`src/rtl/pwm2raw_capture_if.sv`:
```
// pwm2raw_capture_if
//   Carries the raw-word handshake between pwm2raw_capture and its consumer.
//   RawData : encoded word, held stable while Valid=1
//   Valid   : RawData holds an unconsumed word
//   Ready   : consumer takes the word on a cycle with Valid && Ready
//   master  : producer side (pwm2raw_capture)
//   slave   : consumer side
interface pwm2raw_capture_if #(
   parameter int Size = 4
);
   logic [Size-1:0] RawData;
   logic            Valid;
   logic            Ready;

   modport master (output RawData, output Valid, input Ready);
   modport slave  (input RawData, input Valid, output Ready);
endinterface

```
`src/rtl/pwm2raw_capture.sv`:
```
// pwm2raw_capture
//   Return path for the PWM channel. Measures the PWM high time over fixed
//   frames of F = 2**ISize clocks and samples a sign line at the start of
//   each frame. It then encodes sign+magnitude into the raw word code that
//   the decode path expects (unsigned, or signed straight/inverted/augmented),
//   and hands each word out through a valid/ready handshake.
//
// Parameters
//   Size   : raw word width
//   Signed : "Yes" -> MSB of RawData is the sign; "No" -> all bits magnitude
//   Code   : "Str" / "Inv" / "Aug" signed encoding (ignored when unsigned)
//
// Ports
//   Clock   : rising-edge clock
//   Reset   : synchronous, active-high
//   Enable  : 1 = capture frames, 0 = frame counters held at 0
//   PwmIn   : PWM level to measure
//   SignIn  : sign level, 1 = negative (ignored when unsigned)
//   Overrun : sticky, a completed frame was dropped; cleared only by Reset
//   raw     : RawData / Valid / Ready handshake (master side)
//
// Configuration macro
//   PWM2RAW_SYNC_EN : when defined, PwmIn and SignIn each pass through a
//                     2-flop synchronizer (frame alignment moves 2 clocks
//                     later relative to the pins). When undefined the
//                     inputs must already be synchronous to Clock.
//
// The encode/output pipeline takes 3 clocks per frame, so frames must be at
// least 4 clocks long (F >= 4).
module pwm2raw_capture #(
   parameter int    Size   = 4,
   parameter string Signed = "No",
   parameter string Code   = "Str"
) (
   input  logic                 Clock,
   input  logic                 Reset,
   input  logic                 Enable,
   input  logic                 PwmIn,
   input  logic                 SignIn,
   output logic                 Overrun,
   pwm2raw_capture_if.master    raw
);

   localparam bit       IsSigned = (Signed == "Yes");
   localparam int       ISize    = IsSigned ? Size - 1 : Size;
   localparam bit [1:0] CodeSel  = (Code == "Inv") ? 2'd1 :
                                   (Code == "Aug") ? 2'd2 : 2'd0;

   // Clamp the (ISize+1)-bit high count to the ISize-bit magnitude range.
   function automatic logic [ISize-1:0] sat_mag(input logic [ISize:0] cnt);
      sat_mag = cnt[ISize] ? {ISize{1'b1}} : cnt[ISize-1:0];
   endfunction

   // Build the raw word from sign and magnitude. The augmented negate is done
   // in ISize+1 bits and truncated, so M=0 maps to magnitude 0.
   function automatic logic [Size-1:0] encode(input logic s, input logic [ISize-1:0] m);
      logic [Size-1:0] w;
      logic [ISize:0]  neg;
      w   = '0;
      neg = {1'b1, {ISize{1'b0}}} - {1'b0, m};
      if (!IsSigned) begin
         w[ISize-1:0] = m;
      end else begin
         w[Size-1] = s;
         case (CodeSel)
            2'd1:    w[ISize-1:0] = s ? ~m : m;
            2'd2:    w[ISize-1:0] = s ? neg[ISize-1:0] : m;
            default: w[ISize-1:0] = m;
         endcase
      end
      encode = w;
   endfunction

   logic pwm_s;
   logic sign_s;

`ifdef PWM2RAW_SYNC_EN
   logic [1:0] pwm_sync;
   logic [1:0] sign_sync;

   always_ff @(posedge Clock) begin
      if (Reset) begin
         pwm_sync  <= 2'b00;
         sign_sync <= 2'b00;
      end else begin
         pwm_sync  <= {pwm_sync[0], PwmIn};
         sign_sync <= {sign_sync[0], SignIn};
      end
   end

   assign pwm_s  = pwm_sync[1];
   assign sign_s = sign_sync[1];
`else
   assign pwm_s  = PwmIn;
   assign sign_s = SignIn;
`endif

   // ---- frame measurement ----
   logic [ISize-1:0] frame_cnt;
   logic [ISize:0]   high_cnt;
   logic [ISize:0]   high_sum;
   logic             sign_frame;
   logic             frame_end;

   // high_sum includes the current cycle so the last frame cycle is counted.
   assign high_sum  = high_cnt + {{ISize{1'b0}}, pwm_s};
   assign frame_end = Enable && (&frame_cnt);

   always_ff @(posedge Clock) begin
      if (Reset || !Enable) begin
         frame_cnt <= '0;
         high_cnt  <= '0;
      end else begin
         frame_cnt <= frame_cnt + 1'b1;
         high_cnt  <= frame_end ? '0 : high_sum;
      end
   end

   always_ff @(posedge Clock) begin
      if (Reset) begin
         sign_frame <= 1'b0;
      end else if (Enable && (frame_cnt == '0)) begin
         sign_frame <= sign_s;
      end
   end

   // ---- latch / encode / output ----
   typedef enum logic [1:0] {MEASURE, ENCODE, OUTPUT} state_t;

   state_t           state;
   logic [ISize-1:0] mag_p0;
   logic             sign_p0;
   logic [Size-1:0]  word_p1;
   logic [Size-1:0]  raw_q;
   logic             vld_q;

   always_ff @(posedge Clock) begin
      if (Reset) begin
         state   <= MEASURE;
         mag_p0  <= '0;
         sign_p0 <= 1'b0;
         word_p1 <= '0;
         raw_q   <= '0;
         vld_q   <= 1'b0;
         Overrun <= 1'b0;
      end else begin
         // A taken word clears Valid unless OUTPUT reloads it below.
         if (vld_q && raw.Ready) begin
            vld_q <= 1'b0;
         end
         case (state)
            MEASURE: begin
               if (frame_end) begin
                  mag_p0  <= sat_mag(high_sum);
                  sign_p0 <= sign_frame;
                  state   <= ENCODE;
               end
            end
            ENCODE: begin
               word_p1 <= encode(sign_p0, mag_p0);
               state   <= OUTPUT;
            end
            OUTPUT: begin
               if (!vld_q || raw.Ready) begin
                  raw_q <= word_p1;
                  vld_q <= 1'b1;
               end else begin
                  Overrun <= 1'b1;
               end
               state <= MEASURE;
            end
            default: state <= MEASURE;
         endcase
      end
   end

   assign raw.RawData = raw_q;
   assign raw.Valid   = vld_q;

endmodule

```
`src/flat_wrapper.sv`:
```
// flat-port wrapper written by rule: the top's interface ports become plain ports
module pwm2raw_capture_flat 
#(
   parameter int    Size   = 4,
   parameter string Signed = "  ",
   parameter string Code   = "   "
)
  (Clock, Reset, Enable, PwmIn, SignIn, Overrun, raw_RawData, raw_Valid, raw_Ready);
  pwm2raw_capture_if #(.Size(Size)) raw_i ();
  input  logic Clock;
  input  logic Reset;
  input  logic Enable;
  input  logic PwmIn;
  input  logic SignIn;
  output logic Overrun;
  output wire logic [$bits(raw_i.RawData)-1:0] raw_RawData;
  output wire logic [$bits(raw_i.Valid)-1:0] raw_Valid;
  input wire logic [$bits(raw_i.Ready)-1:0] raw_Ready;
  assign raw_RawData = raw_i.RawData;
  assign raw_Valid = raw_i.Valid;
  assign raw_i.Ready = raw_Ready;
  pwm2raw_capture #(.Size(Size), .Signed(Signed), .Code(Code)) u_core (.Clock(Clock), .Reset(Reset), .Enable(Enable), .PwmIn(PwmIn), .SignIn(SignIn), .Overrun(Overrun), .raw(raw_i));
endmodule
```
`config.mk`:
```
export PLATFORM = sky130hd
export DESIGN_NAME = pwm2raw_capture_flat
export DESIGN_NICKNAME = d
export VERILOG_FILES = /design/src/rtl/pwm2raw_capture_if.sv /design/src/rtl/pwm2raw_capture.sv /design/src/flat_wrapper.sv
export SDC_FILE = /design/constraint.sdc
export NUM_CORES = 1
export LEC_CHECK = 0
export CORE_MARGIN = 1.5
export CORE_UTILIZATION = 36
export CTS_CLUSTER_DIAMETER = 40
export CTS_CLUSTER_SIZE = 14
export DETAILED_ROUTE_END_ITERATION = 7
export GPL_TIMING_DRIVEN = 0
export MAX_ROUTING_LAYER = met4
export PLACE_DENSITY = 0.63
export SYNTH_ARGS = -nofsm -noshare
export SYNTH_HDL_FRONTEND = slang
export SYNTH_SLANG_ARGS = --single-unit
```
`constraint.sdc`:
```
create_clock -name Clock -period 2.7 [get_ports Clock]
set_input_delay 0.27 -clock Clock [delete_from_list [all_inputs] [get_ports Clock]]
set_output_delay 0.27 -clock Clock [all_outputs]
set_load 0.005 [all_outputs]
```
# ---- Word-level counts from Yosys, hierarchy flattened
# Cells that the tools add are included.
dict set report classes {
  bitwise 1
  n_mux 6
  n_eq_ne 3
  reduce_logical 12
  n_addsub 2
}
# cell n
set op_table {}
lappend op_table {{$reduce_and 2->1} 3}
lappend op_table {{$add 5x1->5} 1}
lappend op_table {{$add 4x1->4 const B} 1}
lappend op_table {{$mux 4} 1}
lappend op_table {{$pmux 2 s2} 1}
lappend op_table {{$reduce_and 4->1} 1}
lappend op_table {{$mux 1} 3}
lappend op_table {{$eq 2x1->1 const B} 1}
lappend op_table {{$eq 2x2->1 const B} 1}
lappend op_table {{$logic_and 1x1->1} 2}
lappend op_table {{$logic_not 1->1} 2}
lappend op_table {{$logic_not 2->1} 1}
lappend op_table {{$logic_or 1x1->1} 2}
lappend op_table {{$mux 2} 1}
lappend op_table {{$ne 2x1->1 const B} 1}
lappend op_table {{$reduce_or 2->1} 1}
lappend op_table {{$not 1->1} 1}
dict set report word_totals {
  out_inout_bits 6
  register_bits 25
  input_bits 6
  word_cells 32
}

# ---- Longest topological paths before layout
# Gate-level depths: netlist (run 1).
dict set report logic_depth {
  ltp_word 4
  ltp_mapped 5
  depth_no_buf 5
}

# ---- Worst setup path before layout (run 1)
# Ideal clock, no wire load.
dict set report synth_timing {
  kind {input to register}
  start {in PwmIn}
  end {reg u_core.mag_p0[2]}
  setup_ps 138
  arrival_time_ps 1130
  path_stages 5
  required_time_ps 2562
  setup_slack_ps 1432
  n_path_buf 0
  cell_sequence {ha_1 ha_1 nand3_1 xor2_1 a311oi_1}
}
dict set report synth_between {
  elab_chain_cells 2
}
# element line_no
set synth_rtl {}
lappend synth_rtl {{from (decl)} flat_wrapper.sv:13} ;# input logic PwmIn;
lappend synth_rtl {{$add 5x1->5} pwm2raw_capture.sv:106} ;# assign high_sum = high_cnt + {{ISize{1'b0}}, pwm_s};
lappend synth_rtl {{$mux 4} pwm2raw_capture.sv:51} ;# sat_mag = cnt[ISize] ? {ISize{1'b1}} : cnt[ISize-1:0];
lappend synth_rtl {{to (signal assigned)} pwm2raw_capture.sv:154} ;# mag_p0 <= sat_mag(high_sum);
lappend synth_rtl {{to (decl)} pwm2raw_capture.sv:131} ;# logic [ISize-1:0] mag_p0;
# No other way between the ends.
# A chain may end at the register's enable or synchronous reset.

# ---- Worst setup path in the final report (run 1)
dict set report layout_timing {
  start {reg u_core.vld_q, in the netlist u_core.raw.Valid}
  end {out raw_Valid}
}
# element line_no
set layout_lines {}
lappend layout_lines {{from (decl)} pwm2raw_capture.sv:135} ;# logic vld_q;
lappend layout_lines {{from (signal assigned)} pwm2raw_capture.sv:144} ;# vld_q <= 1'b0;
lappend layout_lines {{from (signal assigned)} pwm2raw_capture.sv:149} ;# vld_q <= 1'b0;
lappend layout_lines {{from (signal assigned)} pwm2raw_capture.sv:166} ;# vld_q <= 1'b1;
lappend layout_lines {{to (decl)} flat_wrapper.sv:17} ;# output wire logic [$bits(raw_i.Valid)-1:0] raw_Valid;
# No word-level cell between the ends.

==> results of run 1 <==
==> cells by family (layout without fill, tap and decap cells) <==
kind of cell	after synthesis	count (layout)	synth area share, %
flip-flops	25	25	53.1
adder cells (fa/ha/maj)	3	3	3.98
buffers and inverters	6	19	3.32
AO/OA/AOI/OAI	18	18	11.2
multiplexers	4	4	4.25
XOR/XNOR	5	5	4.65
AND/OR/NAND/NOR	33	33	19.5
==> registers in the layout (all words and copies together), names as in the netlist <==
signal,flops
u_core.raw.Valid,1
u_core.high_cnt,5
u_core.raw.RawData,4
u_core.word_p1,4
u_core.state,2
u_core.mag_p0,4
u_core.frame_cnt,4
u_core.Overrun,1
==> per-stage QoR <==
stage / hold slack [ns] / total power, mW / util (%) / setup slack [ns]
after CTS: 0.112 / 0.571 / 44.3 / 1.22
after floorplan: 0.411 / 0.395 / - / 1.43
after detailed placement: 0.438 / 0.405 / 43.2 / 0.889
after global placement: 0.431 / 0.404 / 43.2 / 0.920
after global routing: 0.102 / 0.584 / 44.3 / 1.14
final: 0.122 / 0.561 / 44.3 / 1.24
==> final timing paths <==
check / from / cells past startpoint / to / slack, ns
worst min-delay path: Reset / 2 / u_core.raw.RawData[3] / 0.12
worst max-delay path: u_core.raw.Valid / 1 / raw_Valid / 1.24
worst min register to register: u_core.frame_cnt[0] / 1 / u_core.frame_cnt[0] / 0.45
worst max register to register: u_core.high_cnt[0] / 5 / u_core.mag_p0[1] / 1.32
==> cells in the final DEF, fill, tap and decap left out, drive strengths merged <==
cell and instances:
nor2 15, xor2 3, inv 3, dfxtp 25, or2 1, and2b 1
xnor2 2, nor2b 2, nand3 7, and2 1, mux2i 4, and3 1
ha 3, clkbuf 4, a311oi 4, o21ai 4, nand2b 4, a21oi 10
clkinv 1, nor3b 1, clkdlybuf4s50 9, buf 2
==> final cells by class <==
| type | count | area, um^2 |
|---|---|---|
| clock inverter | 1 | 5.00 |
| timing repair buffer | 9 | 90.1 |
| sequential | 25 | 500 |
| multi-input combinational | 63 | 410 |
| clock buffer | 3 | 22.5 |
| inverter | 3 | 11.3 |
| tap | 30 | 37.5 |
| buffer | 3 | 20.0 |
| fill | 245 | 1380 |
==> power by group through the flow <==
stage,Sequential (mW),Combinational (mW),Clock (mW)
CTS,0.373,0.0238,0.174
floorplan,0.381,0.0147,0
global route,0.373,0.0257,0.186
detailed placement,0.381,0.0238,0
finish,0.373,0.0234,0.165
global placement,0.381,0.0228,0
==> layer usage <==
metal	wire length, um	global-route usage, %	up-vias
met3	69	5.83	2
met2	746	22.9	14
li1	-	-	345
met1	756	12.7	306
met5	0	-	-
met4	15	3.75	0
==> qor.csv, run 1 <==
metric,value,unit
outcome,finished clean,
Post-Place Cells,133,
Peak Freq,684,MHz
Final Net Count,117,
"Slowest-stage cell, CP",clkdlybuf4s50_1,
Die H,54.2,um
Setup Viol. Count Final,0,
syn_area_per_cell,10.0,um^2
H-tree levels,1,
cts hold-fix bufs,0,
count of cell types in the netlist,22,
"flops & latches, synth",25,
syn nets,103,
Comb power frac,4.2,%
number of synthesized flops with an enable pin,0,
Max Buffers Root-to-Sink,2,
maximum vdd drop,0.355,mV
Placer Congestion,0.687,
critical path's largest stage delay,0.50,ns
gr usage total,13.0,%
initial DRC count,10,
Clock Power Share,29.5,%
initial antenna violation count,0,
Avg WL per Cell,11.6,um
vias in the first global route,637,
post-route minimum period,1.46,ns
Area contributors post-synth,"dfxtp_1 (53%), nor2_1 (6.0%), a21oi_1 (5.3%)",
final period utilization,54.1,%
Critical Path Sink Type,output port,
Final Hold Viols,0,
Worst Path Arrival,1.19,ns
sequential power share,66.4,%
post-synth top area cell,dfxtp_1,
cell row count,18,
Setup TNS,0,ns
RSZ-0062 raised after global routing,no,
critical-path cell list,clkdlybuf4s50_1,
Post-CTS Setup Bufs,0,
die area,2930,um^2
DP Area,1070,um^2
power density over the cells,512,nW/um^2
Chip Width,54.2,um
io pins,12,
post-route ant nets,0,
Gate Count Post-Synth,94,
cell area after layout,1100,um^2
asr flop ratio synth,0,%
Setup CP Type,reg2out,
first-pass GRT wire length,2620,um
maxcap violations,0,
internal power,0.438,mW
CTS clock-pin slew for the worst setup and hold paths,0.14,ns
CTS tree,built,
required time worst endpoint,2.43,ns
final max-slew violation count,0,
total CTS buffers,3,
# port buffers,9,
largest net degree at the start of global routing,15,
CTS Root Cell,clkbuf_4,
DPL Wire Length,1200,um
DR vias,667,
post-CTS sizing,0,
Clock Skew,0.00871,ns
switch share,22.0,%
# clock sinks,25,
initial core utilization,38.0,%
vias per cell,4.87,
CP Max Fanout,3,
mapped cell area,942,um^2
Hold Crit Class,in2reg,
# DRC,0,
leading register cell type out of synthesis,dfxtp_1,
layout cells sized above 1,9.35,%
Congestion Overflow GR,0,
Worst Path Buf+Inv,1,
Worst Max-Slew Pin Slew,0.454,ns
Startpoint Class,register,
CP top delay family,buffers and inverters,
switching power,0.123,mW
Max-Slew Margin vs Limit,69.7,%
P&R area growth vs syn,16.5,%
"count leader, synth",dfxtp_1,
final WL,1590,um
top cell type's share of synthesized area,53.1,%
core area,2480,um^2
commonest cells in the synthesized netlist,"dfxtp_1 (25), nor2_1 (15), a21oi_1 (10), nand3_1 (7)",
Final Non-Filler Cells,137,
first-pass iteration count of the detailed router,4,
ANT cells,0,
sequential area share after synthesis,53.1,%
Ys Warns,0,
worst skew pair latency,0.32,ns
Leakage,0.430,nW
Power figures use the tool's default switching activity.
==> run 2, diff against run 1 <==
clock period = 1.4 ns   (was 2.7 ns; I/O delays follow)
==> qor.csv, run 2 (same netlist as run 1, synthesis figures left out) <==
metric,value,unit,change
io pins,12,,unchanged
Post-CTS Setup Bufs,0,,unchanged
P&R area growth vs syn,19.8,%,
H-tree levels,1,,unchanged
Leakage,0.432,nW,+0.61%
cell row count,18,,unchanged
Die H,54.2,um,unchanged
Top reg by flops,u_core.high_cnt,,
CTS Root Cell,clkbuf_4,,
Startpoint Class,register,,
FF+latch area,502,um^2,+0.25%
worst skew pair latency,0.32,ns,about the same
maximum vdd drop,0.709,mV,+100%
Total Power,1.09,mW,+94%
Peak Freq,748,MHz,
Post-Place Cells,133,,unchanged
post-route minimum period,1.34,ns,
Avg WL per Cell,12.0,um,+3.4%
initial DRC count,7,,-3
final max-slew violation count,0,,unchanged
core area,2480,um^2,unchanged
Largest register FFs,5,,unchanged
Congestion Overflow GR,0,,unchanged
# DRC,0,,unchanged
sequential power share,65.8,%,-0.6 points
Critical Path Sink Type,register,,
final period utilization,95.5,%,
Filler cells,243,,-0.82%
Placer Congestion,0.687,,unchanged
post-route ant nets,0,,unchanged
power density over the cells,968,nW/um^2,+89%
Clock Skew,0.00641,ns,-0.00230 ns
Final Hold Viols,0,,unchanged
most frequent cells in the layout,"dfxtp_1 (24), nor2_1 (15), a21oi_1 (10), clkdlybuf4s50_1 (9), nand3_1 (6)",,
Hold Crit Class,reg2reg,,
Worst Max-Slew Pin Slew,0.454,ns,-0.000446 ns
gr usage total,13.0,%,+0.059 points
Final Net Count,118,,+0.85%
worst reg2reg path depth,5,,unchanged
maxcap violations,0,,unchanged
first-pass GRT wire length,2630,um,+0.50%
CP Max Fanout,5,,+2
Max-Slew Margin vs Limit,69.7,%,about the same
DPL Wire Length,1200,um,unchanged
first-pass iteration count of the detailed router,3,,-1
Hold Path Depth,1,,-1
total CTS buffers,3,,unchanged
DR vias,677,,+1.5%
# clock sinks,25,,unchanged
ANT cells,0,,unchanged
required time worst endpoint,1.64,ns,-0.79 ns
switching power,0.244,mW,+98%
vias in the first global route,643,,+0.94%
outcome,finished clean,,
internal power,0.848,mW,+94%
CTS clock-pin slew for the worst setup and hold paths,0.13,ns,about the same
Clock Power Share,29.7,%,+0.2 points
# port buffers,9,,unchanged
multi-input combinational cell area,430,um^2,+4.9%
Worst Path Arrival,1.57,ns,+0.38 ns
Setup CP Type,reg2reg,,
final WL,1650,um,+4.2%
initial core utilization,38.0,%,unchanged
switch share,22.3,%,+0.36 points
initial antenna violation count,0,,unchanged
"most common cell after layout, fill and taps aside",dfxtp_1,,
Final Non-Filler Cells,138,,+0.73%
vias per cell,4.91,,+0.76%
layout cells sized above 1,13.9,%,+4.5 points
Chip Width,54.2,um,unchanged
Max Buffers Root-to-Sink,2,,unchanged
largest net degree at the start of global routing,15,,unchanged
die area,2930,um^2,unchanged
WHS,0.453,ns,+0.331 ns
Setup Viol. Count Final,0,,unchanged
Comb power frac,4.5,%,+0.3 points
Setup TNS,0,ns,unchanged
CTS tree,built,,
[run 2: cell types whose count changed in the layout (fill, tap and decap cells not counted), sizes merged]
cell | previous run | this run
dlygate4sd3 | 0 | 1
[run 2: critical path, cell delays in order, from the launching register on]
cell and delay [ns]:
dfxtp_1 0.34, ha_2 0.18, ha_2 0.20, nand3_2 0.09, xor2_2 0.18, a311oi_1 0.27
[run 2: through the flow]
step / util (%) / instance area (um^2) / setup slack (ns)
global placement: 43.2 / 1070 / -0.250
finish: 45.6 / 1130 / 0.0633
CTS: 44.7 / 1110 / 0.000872
detailed placement: 43.2 / 1070 / -0.281
global route: 45.6 / 1130 / -0.0147
floorplan: - / 942 / 0.133
[run 2: layer usage]
layer / wire (um) / GRT usage (%) / vias to the layer above / share of wire (%)
li1: - / - / 346 / -
met5: 0 / - / - / 0
met2: 810 / 23.3 / 13 / 49
met1: 746 / 12.5 / 316 / 45
met4: 15 / 3.75 / 0 / 0.91
met3: 80 / 5.83 / 2 / 4.8
[run 2: worst paths after layout]
path	startpoint	endpoint	slack [ns]
hold / removal	u_core.frame_cnt[0]	u_core.frame_cnt[0]	0.45
setup reg to reg	u_core.high_cnt[0]	u_core.mag_p0[3]	0.06
hold reg to reg	u_core.frame_cnt[0]	u_core.frame_cnt[0]	0.45
setup / recovery	u_core.high_cnt[0]	u_core.mag_p0[3]	0.06
[run 2: power by group through the flow]
| stage | Combinational (mW) | Sequential [mW] | Clock (mW) |
|---|---|---|---|
| final | 0.0490 | 0.719 | 0.324 |
| after global routing | 0.0537 | 0.720 | 0.358 |
| after detailed placement | 0.0458 | 0.735 | 0 |
| after floorplan | 0.0283 | 0.734 | 0 |
| after CTS | 0.0483 | 0.719 | 0.336 |
| after global placement | 0.0439 | 0.734 | 0 |
[run 2: cell type report]
| class | count | area share (%) |
|---|---|---|
| well taps | 30 | 3.33 |
| multi-input cells | 63 | 38.1 |
| clock inverters | 1 | 0.443 |
| repair buffers | 10 | 8.87 |
| inverters | 3 | 0.998 |
| clock buffers | 3 | 2.00 |
| flip-flops and latches | 25 | 44.5 |
| plain buffers | 3 | 1.77 |
[run 2: timing repair]
item	4_1_cts	5_1_grt
hold buffers	1	0
endpoints found under the setup margin	0	7
endpoints found under the hold margin	6	0
gates resized for setup	0	6
==> run 3, diff against run 2 <==
ABC_CLOCK_PERIOD_IN_PS = 1400   (was unset)
==> results of run 3 <==
The final DEF is identical to that of run 2; final timing and power are the same.
